## src/rtl/display_pkg.sv

```systemverilog
// display_pkg
//   Shared constants, types and helpers for the display scan-out path.
//   COLR_W_DEFAULT : default pixel colour width (RGB 4:4:4)
//   MAX_SCALE      : largest supported integer upscale factor
//   MAX_MEM_LAT    : largest supported framebuffer read latency
//   sync_state_t   : whether the scan-out has seen a frame start since reset
//   clog2()        : ceiling log2, used to size the scale counters
package display_pkg;

    localparam int COLR_W_DEFAULT = 12;
    localparam int MAX_SCALE      = 8;
    localparam int MAX_MEM_LAT    = 4;

    typedef enum logic {
        ST_UNSYNCED = 1'b0,
        ST_SYNCED   = 1'b1
    } sync_state_t;

    function automatic int clog2(input int value);
        int result;
        result = 0;
        while ((1 << result) < value) begin
            result = result + 1;
        end
        return result;
    endfunction

endpackage

```

## src/rtl/pipe_delay.sv

```systemverilog
// pipe_delay
//   Fixed-depth shift register with synchronous reset to a chosen idle value.
//   Ports:
//     i_pix_clk : clock
//     i_rst     : synchronous active-high reset, loads every stage with RST_VAL
//     i_d       : WIDTH-bit input
//     o_q       : i_d delayed by DEPTH clock cycles
module pipe_delay
    import display_pkg::*;
#(
    parameter int               WIDTH   = 1,
    parameter int               DEPTH   = 1,
    parameter logic [WIDTH-1:0] RST_VAL = '0
) (
    input  logic             i_pix_clk,
    input  logic             i_rst,
    input  logic [WIDTH-1:0] i_d,
    output logic [WIDTH-1:0] o_q
);

    logic [WIDTH-1:0] stages [DEPTH];

    always_ff @(posedge i_pix_clk) begin
        if (i_rst) begin
            for (int i = 0; i < DEPTH; i++) begin
                stages[i] <= RST_VAL;
            end
        end else begin
            stages[0] <= i_d;
            for (int i = 1; i < DEPTH; i++) begin
                stages[i] <= stages[i-1];
            end
        end
    end

    assign o_q = stages[DEPTH-1];

endmodule

```

## src/rtl/display_fb_scanout.sv

```systemverilog
// display_fb_scanout
//   Converts beam position and display enable into framebuffer read addresses
//   with integer pixel replication, and delays the syncs and enable so that the
//   returned colour leaves the block aligned with them.
//   Ports:
//     i_pix_clk, i_rst     : pixel clock, synchronous active-high reset
//     i_hs, i_vs, i_de     : syncs and display enable from the timing generator
//     i_frame              : one-tick start-of-frame strobe (in blanking)
//     i_sx, i_sy           : signed beam position (i_sy only feeds assertions)
//     o_rd_en, o_rd_addr   : framebuffer read strobe and address
//     i_rd_data            : read data, valid MEM_LAT cycles after o_rd_en
//     o_hs, o_vs, o_de     : syncs and enable delayed by MEM_LAT+2 cycles
//     o_colr               : pixel colour, forced to 0 outside active video
module display_fb_scanout
    import display_pkg::*;
#(
    parameter int   H_RES   = 640,
    parameter int   V_RES   = 480,
    parameter int   SCALE   = 2,
    parameter int   MEM_LAT = 2,
    parameter int   ADDR_W  = 17,
    parameter int   COLR_W  = COLR_W_DEFAULT,
    parameter logic H_POL   = 1'b0,
    parameter logic V_POL   = 1'b0
) (
    input  logic                     i_pix_clk,
    input  logic                     i_rst,
    input  logic                     i_hs,
    input  logic                     i_vs,
    input  logic                     i_de,
    input  logic                     i_frame,
    input  logic signed [15:0]       i_sx,
    input  logic signed [15:0]       i_sy,
    output logic                     o_rd_en,
    output logic        [ADDR_W-1:0] o_rd_addr,
    input  logic        [COLR_W-1:0] i_rd_data,
    output logic                     o_hs,
    output logic                     o_vs,
    output logic                     o_de,
    output logic        [COLR_W-1:0] o_colr
);

    localparam int FB_W  = H_RES / SCALE;
    localparam int FB_H  = V_RES / SCALE;
    localparam int LAT   = MEM_LAT + 2;
    localparam int CNT_W = clog2(MAX_SCALE);

    localparam logic        [CNT_W-1:0]  CNT_LAST = CNT_W'(SCALE - 1);
    localparam logic        [ADDR_W-1:0] FB_W_A   = ADDR_W'(FB_W);
    localparam logic signed [15:0]       SX_LAST  = 16'(H_RES - 1);
    localparam logic signed [15:0]       SY_END   = 16'(V_RES);

    if (SCALE < 1 || SCALE > MAX_SCALE) begin : g_bad_scale
        $error("display_fb_scanout: SCALE must be 1..%0d", MAX_SCALE);
    end
    if (MEM_LAT < 1 || MEM_LAT > MAX_MEM_LAT) begin : g_bad_lat
        $error("display_fb_scanout: MEM_LAT must be 1..%0d", MAX_MEM_LAT);
    end
    if (longint'(FB_W) * longint'(FB_H) > (longint'(1) << ADDR_W)) begin : g_bad_addr
        $error("display_fb_scanout: framebuffer does not fit in ADDR_W bits");
    end

    sync_state_t       state;
    sync_state_t       state_next;
    logic              synced;
    logic [CNT_W-1:0]  hcnt;
    logic [CNT_W-1:0]  vcnt;
    logic [ADDR_W-1:0] addr;
    logic [ADDR_W-1:0] line_base;
    logic [COLR_W-1:0] colr_q;
    logic [3:0]        pipe_in;
    logic [3:0]        pipe_out;

    always_ff @(posedge i_pix_clk) begin
        if (i_rst) begin
            state <= ST_UNSYNCED;
        end else begin
            state <= state_next;
        end
    end

    // Reads are only issued once a frame start has been seen, so a reset in
    // mid-frame never produces addresses that disagree with the beam.
    always_comb begin
        state_next = state;
        synced     = (state == ST_SYNCED);
        if (i_frame) begin
            state_next = ST_SYNCED;
        end
    end

    // Each source pixel is read SCALE times along a line, and each source line
    // is replayed SCALE times before line_base steps to the next one. The
    // end-of-line case overrides the horizontal step so a line never spills
    // into the following one.
    always_ff @(posedge i_pix_clk) begin
        if (i_rst) begin
            o_rd_en   <= 1'b0;
            o_rd_addr <= '0;
            hcnt      <= '0;
            vcnt      <= '0;
            addr      <= '0;
            line_base <= '0;
        end else begin
            o_rd_en <= i_de && synced;
            if (i_de && synced) begin
                o_rd_addr <= addr;
            end
            if (i_frame) begin
                hcnt      <= '0;
                vcnt      <= '0;
                addr      <= '0;
                line_base <= '0;
            end else if (i_de && synced) begin
                if (i_sx == SX_LAST) begin
                    hcnt <= '0;
                    if (vcnt == CNT_LAST) begin
                        vcnt      <= '0;
                        line_base <= line_base + FB_W_A;
                        addr      <= line_base + FB_W_A;
                    end else begin
                        vcnt <= vcnt + CNT_W'(1);
                        addr <= line_base;
                    end
                end else if (hcnt == CNT_LAST) begin
                    hcnt <= '0;
                    addr <= addr + ADDR_W'(1);
                end else begin
                    hcnt <= hcnt + CNT_W'(1);
                end
            end
        end
    end

    // Capture the memory output one cycle after it becomes valid; this extra
    // stage is what makes the overall latency MEM_LAT+2.
    always_ff @(posedge i_pix_clk) begin
        if (i_rst) begin
            colr_q <= '0;
        end else begin
            colr_q <= i_rd_data;
        end
    end

    assign pipe_in = {i_hs, i_vs, i_de, synced};

    pipe_delay #(
        .WIDTH   (4),
        .DEPTH   (LAT),
        .RST_VAL ({~H_POL, ~V_POL, 2'b00})
    ) u_sync_pipe (
        .i_pix_clk (i_pix_clk),
        .i_rst     (i_rst),
        .i_d       (pipe_in),
        .o_q       (pipe_out)
    );

    assign o_hs   = pipe_out[3];
    assign o_vs   = pipe_out[2];
    assign o_de   = pipe_out[1];
    assign o_colr = (pipe_out[1] && pipe_out[0]) ? colr_q : '0;

    a_sy_in_range: assert property (@(posedge i_pix_clk) disable iff (i_rst)
        i_de |-> (i_sy >= 16'sd0 && i_sy < SY_END));

    a_addr_in_range: assert property (@(posedge i_pix_clk) disable iff (i_rst)
        o_rd_en |-> (32'(o_rd_addr) < 32'(FB_W * FB_H)));

endmodule

```

## config.mk

```make
export PLATFORM = sky130hd
export DESIGN_NAME = display_fb_scanout
export DESIGN_NICKNAME = d
export VERILOG_FILES = /design/src/rtl/display_pkg.sv /design/src/rtl/pipe_delay.sv /design/src/rtl/display_fb_scanout.sv
export SDC_FILE = /design/constraint.sdc
export NUM_CORES = 1
export LEC_CHECK = 0
export ABC_AREA = 0
export BUFFER_PORTS_ARGS = -buffer_cell sky130_fd_sc_hd__buf_2
export CORE_MARGIN = 1
export CORE_UTILIZATION = 45
export DETAILED_ROUTE_END_ITERATION = 12
export GPL_ROUTABILITY_DRIVEN = 1
export PLACE_DENSITY_LB_ADDON = 0.12
export SLEW_MARGIN = 20
export SYNTH_ARGS = -nofsm -noshare
export SYNTH_HDL_FRONTEND = slang
export SYNTH_HIERARCHICAL = 1
export SYNTH_SLANG_ARGS = --single-unit
```

## constraint.sdc

```tcl
create_clock -name i_pix_clk -period 2.25 [get_ports i_pix_clk]
set_input_delay 0 -clock i_pix_clk [delete_from_list [all_inputs] [get_ports i_pix_clk]]
set_output_delay 0 -clock i_pix_clk [all_outputs]
set_load 0.005 [all_outputs]
```

==> results_dict.tcl <==
set metrics [dict create \
    clk_pin_slew_ns 0.09 \
    worstPathArrival_ns 2.18 \
    syn-cell-area_um2 3490 \
    cts_buffer_depth 2 \
    synth-main-ff-cell "dfxtp_1" \
    core_area_um2 7370 \
    drt_iter0_drc 243 \
    synth_xor_area_share_pct 6.28 \
    skew_ns 0.00940 \
    nets 534 \
    whs_ns 0.185 \
    grt_pass1_wl_um 12600 \
    drv_cap 0 \
    p_per_area_nw_per_um2 609 \
    comb_power_share_pct 4.6 \
    synth_edf_count 0 \
    ys_warn_count 6 \
    fmax_mhz 512 \
    utilization_pct 57.5 \
    synth_adder_area_share_pct 0.717 \
    vdd.ir_drop.worst_mv 0.396 \
    synth_top_family_by_area "simple AND/OR/NAND/NOR gates" \
    drive_gt1_share_pct 20.5 \
    ys_ff_latch 81 \
    antenna_cells 0 \
    syn_to_final_growth_pct 21.6 \
    die_h_um 90.0 \
    hp-class "in -> reg" \
    cts_tree "yes" \
    crit_type "reg -> reg" \
    synthesis.nets 455 \
    final_antenna_net_count 0 \
    clockRootBuffer "clkbuf_8" \
    via_per_inst 5.16 \
    yosys-top-cells-area "dfxtp_1 46%, a21oi_1 5.3%, xnor2_1 5.0%" \
    die-width_um 90.0 \
    yosys-mux-area-fraction_pct 0.287 \
    num_vias 3022 \
    fin_area_um2 4240 \
    globalplace.congestion 0.879 \
    synth_cell_types 51 \
    synth-seq-area-share_pct 46.5 \
    drt_pass1_iterations 4 \
    setup_violations 0 \
    dp_hpwl_um 5110 \
    synth-simple-area-share_pct 28.8 \
    die_area_um2 8110 \
    async_flop_share_pct 0 \
    end_kind "flip-flop" \
    hold_viol 0 \
    tightest_slew_ns 0.606 \
    period_share_pct 86.8 \
    leakagePower_nw 1.63 \
    start_kind "flip-flop" \
    fp-row-count 31 \
    grtUsageTotal_pct 19.1 \
    syn_inst 403 \
    drt-total-wl_um 7570 \
    synth_most_common_cell "dfxtp_1" \
    avgSynthCellArea_um2 8.66 \
    h-tree-depth 3 \
    place_area_um2 3890 \
    yosysTopAreaCellShare_pct 46.5 \
    cp.required_ns 2.48 \
    cts.sinks 81 \
    power_frac_seq_pct 56.6 \
    post_drt_wl_per_cell_um 12.9 \
    fin_ws_ns 0.297 \
    synth_common_cells "81 x dfxtp_1, 45 x nand2_1, 37 x a21oi_1" \
    r2r_setup_slack_ns 0.30 \
    gr-total-overflow 0 \
    pwr-share-clk_pct 38.8 \
    clk_latency_ns 0.35 \
    rsz0062_at_grt "no" \
    drc 0 \
    grt_max_degree 49 \
    dp_slack_ns 0.270 \
    synth_compound_area_share_pct 13.1 \
    antenna_found_initial 0 \
    layout_min_cycle_time_ns 1.95 \
    finalSetupTns_ns 0 \
    drv_slew 0 \
    run_status "completed" \
    start_util_pct 47.3 \
    p_sw_w 0.000626 \
    portBuffers 66 \
    p_int_w 0.00196 \
    grt_pass1_vias 2727 \
    synth_top_cell_by_area "dfxtp_1" \
    p_sw_share_pct 24.2 \
    worstPathMaxFanout 7 \
    post-cts-setup-buffers 0 \
    slew_headroom_pct 59.5 \
    io-pin-count 83 \
    cts_made_buffers 9 \
]
[registers in the layout, summed over array words and instances, names as in the netlist]
name                flops
colr_q                 12
u_sync_pipe/stages     16
addr                   17
line_base              11
o_rd_addr              17
o_rd_en                 1
vcnt                    3
state                   1
hcnt                    3
[critical path: stages, from the launching register on]
cell	delay [ns]
dfxtp_1	0.35
or3b_1	0.52
or2_1	0.39
o21a_1	0.22
o32ai_1	0.25
a211oi_1	0.10
[metal layers]
metal	GRT usage (%)	vias up	share of wire, %
li1	-	1560	-
met5	0	-	0
met1	24.7	1352	48
met4	4.44	0	0.98
met3	5.16	8	5.8
met2	31.7	102	45
[area by class of cell]
type,count,area (um2)
Multi-Input combinational cell,291,1720
Tap cell,99,124
Fill cell,697,3130
Timing Repair Buffer,92,566
Clock buffer,10,138
Clock inverter,6,48.8
Sequential cell,81,1620
Inverter,7,26.3
[worst paths after layout]
check	startpoint	end	cells past startpoint
worst max-delay path	vcnt[2]	addr[16]	5
worst min-delay path	i_rst	state	3
worst max register to register	vcnt[2]	addr[16]	5
worst min register to register	u_sync_pipe/stages[0][3]	u_sync_pipe/stages[1][3]	1
[through the flow]
step	total power, W	instances
after global routing	0.00268	586
final	0.00258	586
after floorplan	0.00155	403
after CTS	0.00261	586
after global placement	0.00159	554
after detailed placement	0.00159	554
[power groups by stage]
stage | registers (W) | clock network, W | logic (W)
2_1_floorplan | 0.00149 | 0 | 0.0000555
3_3_place_gp | 0.00150 | 0 | 0.0000961
3_5_place_dp | 0.00150 | 0 | 0.0000985
4_1_cts | 0.00146 | 0.00103 | 0.000121
5_1_grt | 0.00147 | 0.00108 | 0.000133
6_report | 0.00146 | 0.00100 | 0.000120
[placed cells by master, fill, tap and decap left out, drive strengths merged, types with 10 or more instances in the layout]
| cell | n |
|---|---|
| nor4 | 12 |
| xnor2 | 20 |
| buf | 76 |
| o21ai | 17 |
| nand3 | 12 |
| nor2 | 36 |
| dlygate4sd3 | 16 |
| inv | 10 |
| clkbuf | 10 |
| nor3 | 11 |
| nor2b | 14 |
| nand2 | 45 |
| or2 | 12 |
| and3 | 12 |
| a21oi | 37 |
| dfxtp | 81 |
[cells by family (layout without fill, tap and decap cells)]
group | after synthesis | after routing
simple gates | 185 | 185
buf+inv | 31 | 115
xor+xnor | 25 | 25
fa+ha+maj | 2 | 2
flops | 81 | 81
mux | 1 | 1
compound gates | 78 | 78
[what timing repair did]
action                                 CTS  global route
endpoints found under the hold margin   17             0
hold buffers                            16             0
gates resized for setup                  0             0
Note: power is estimated with default switching activity, not from simulation.
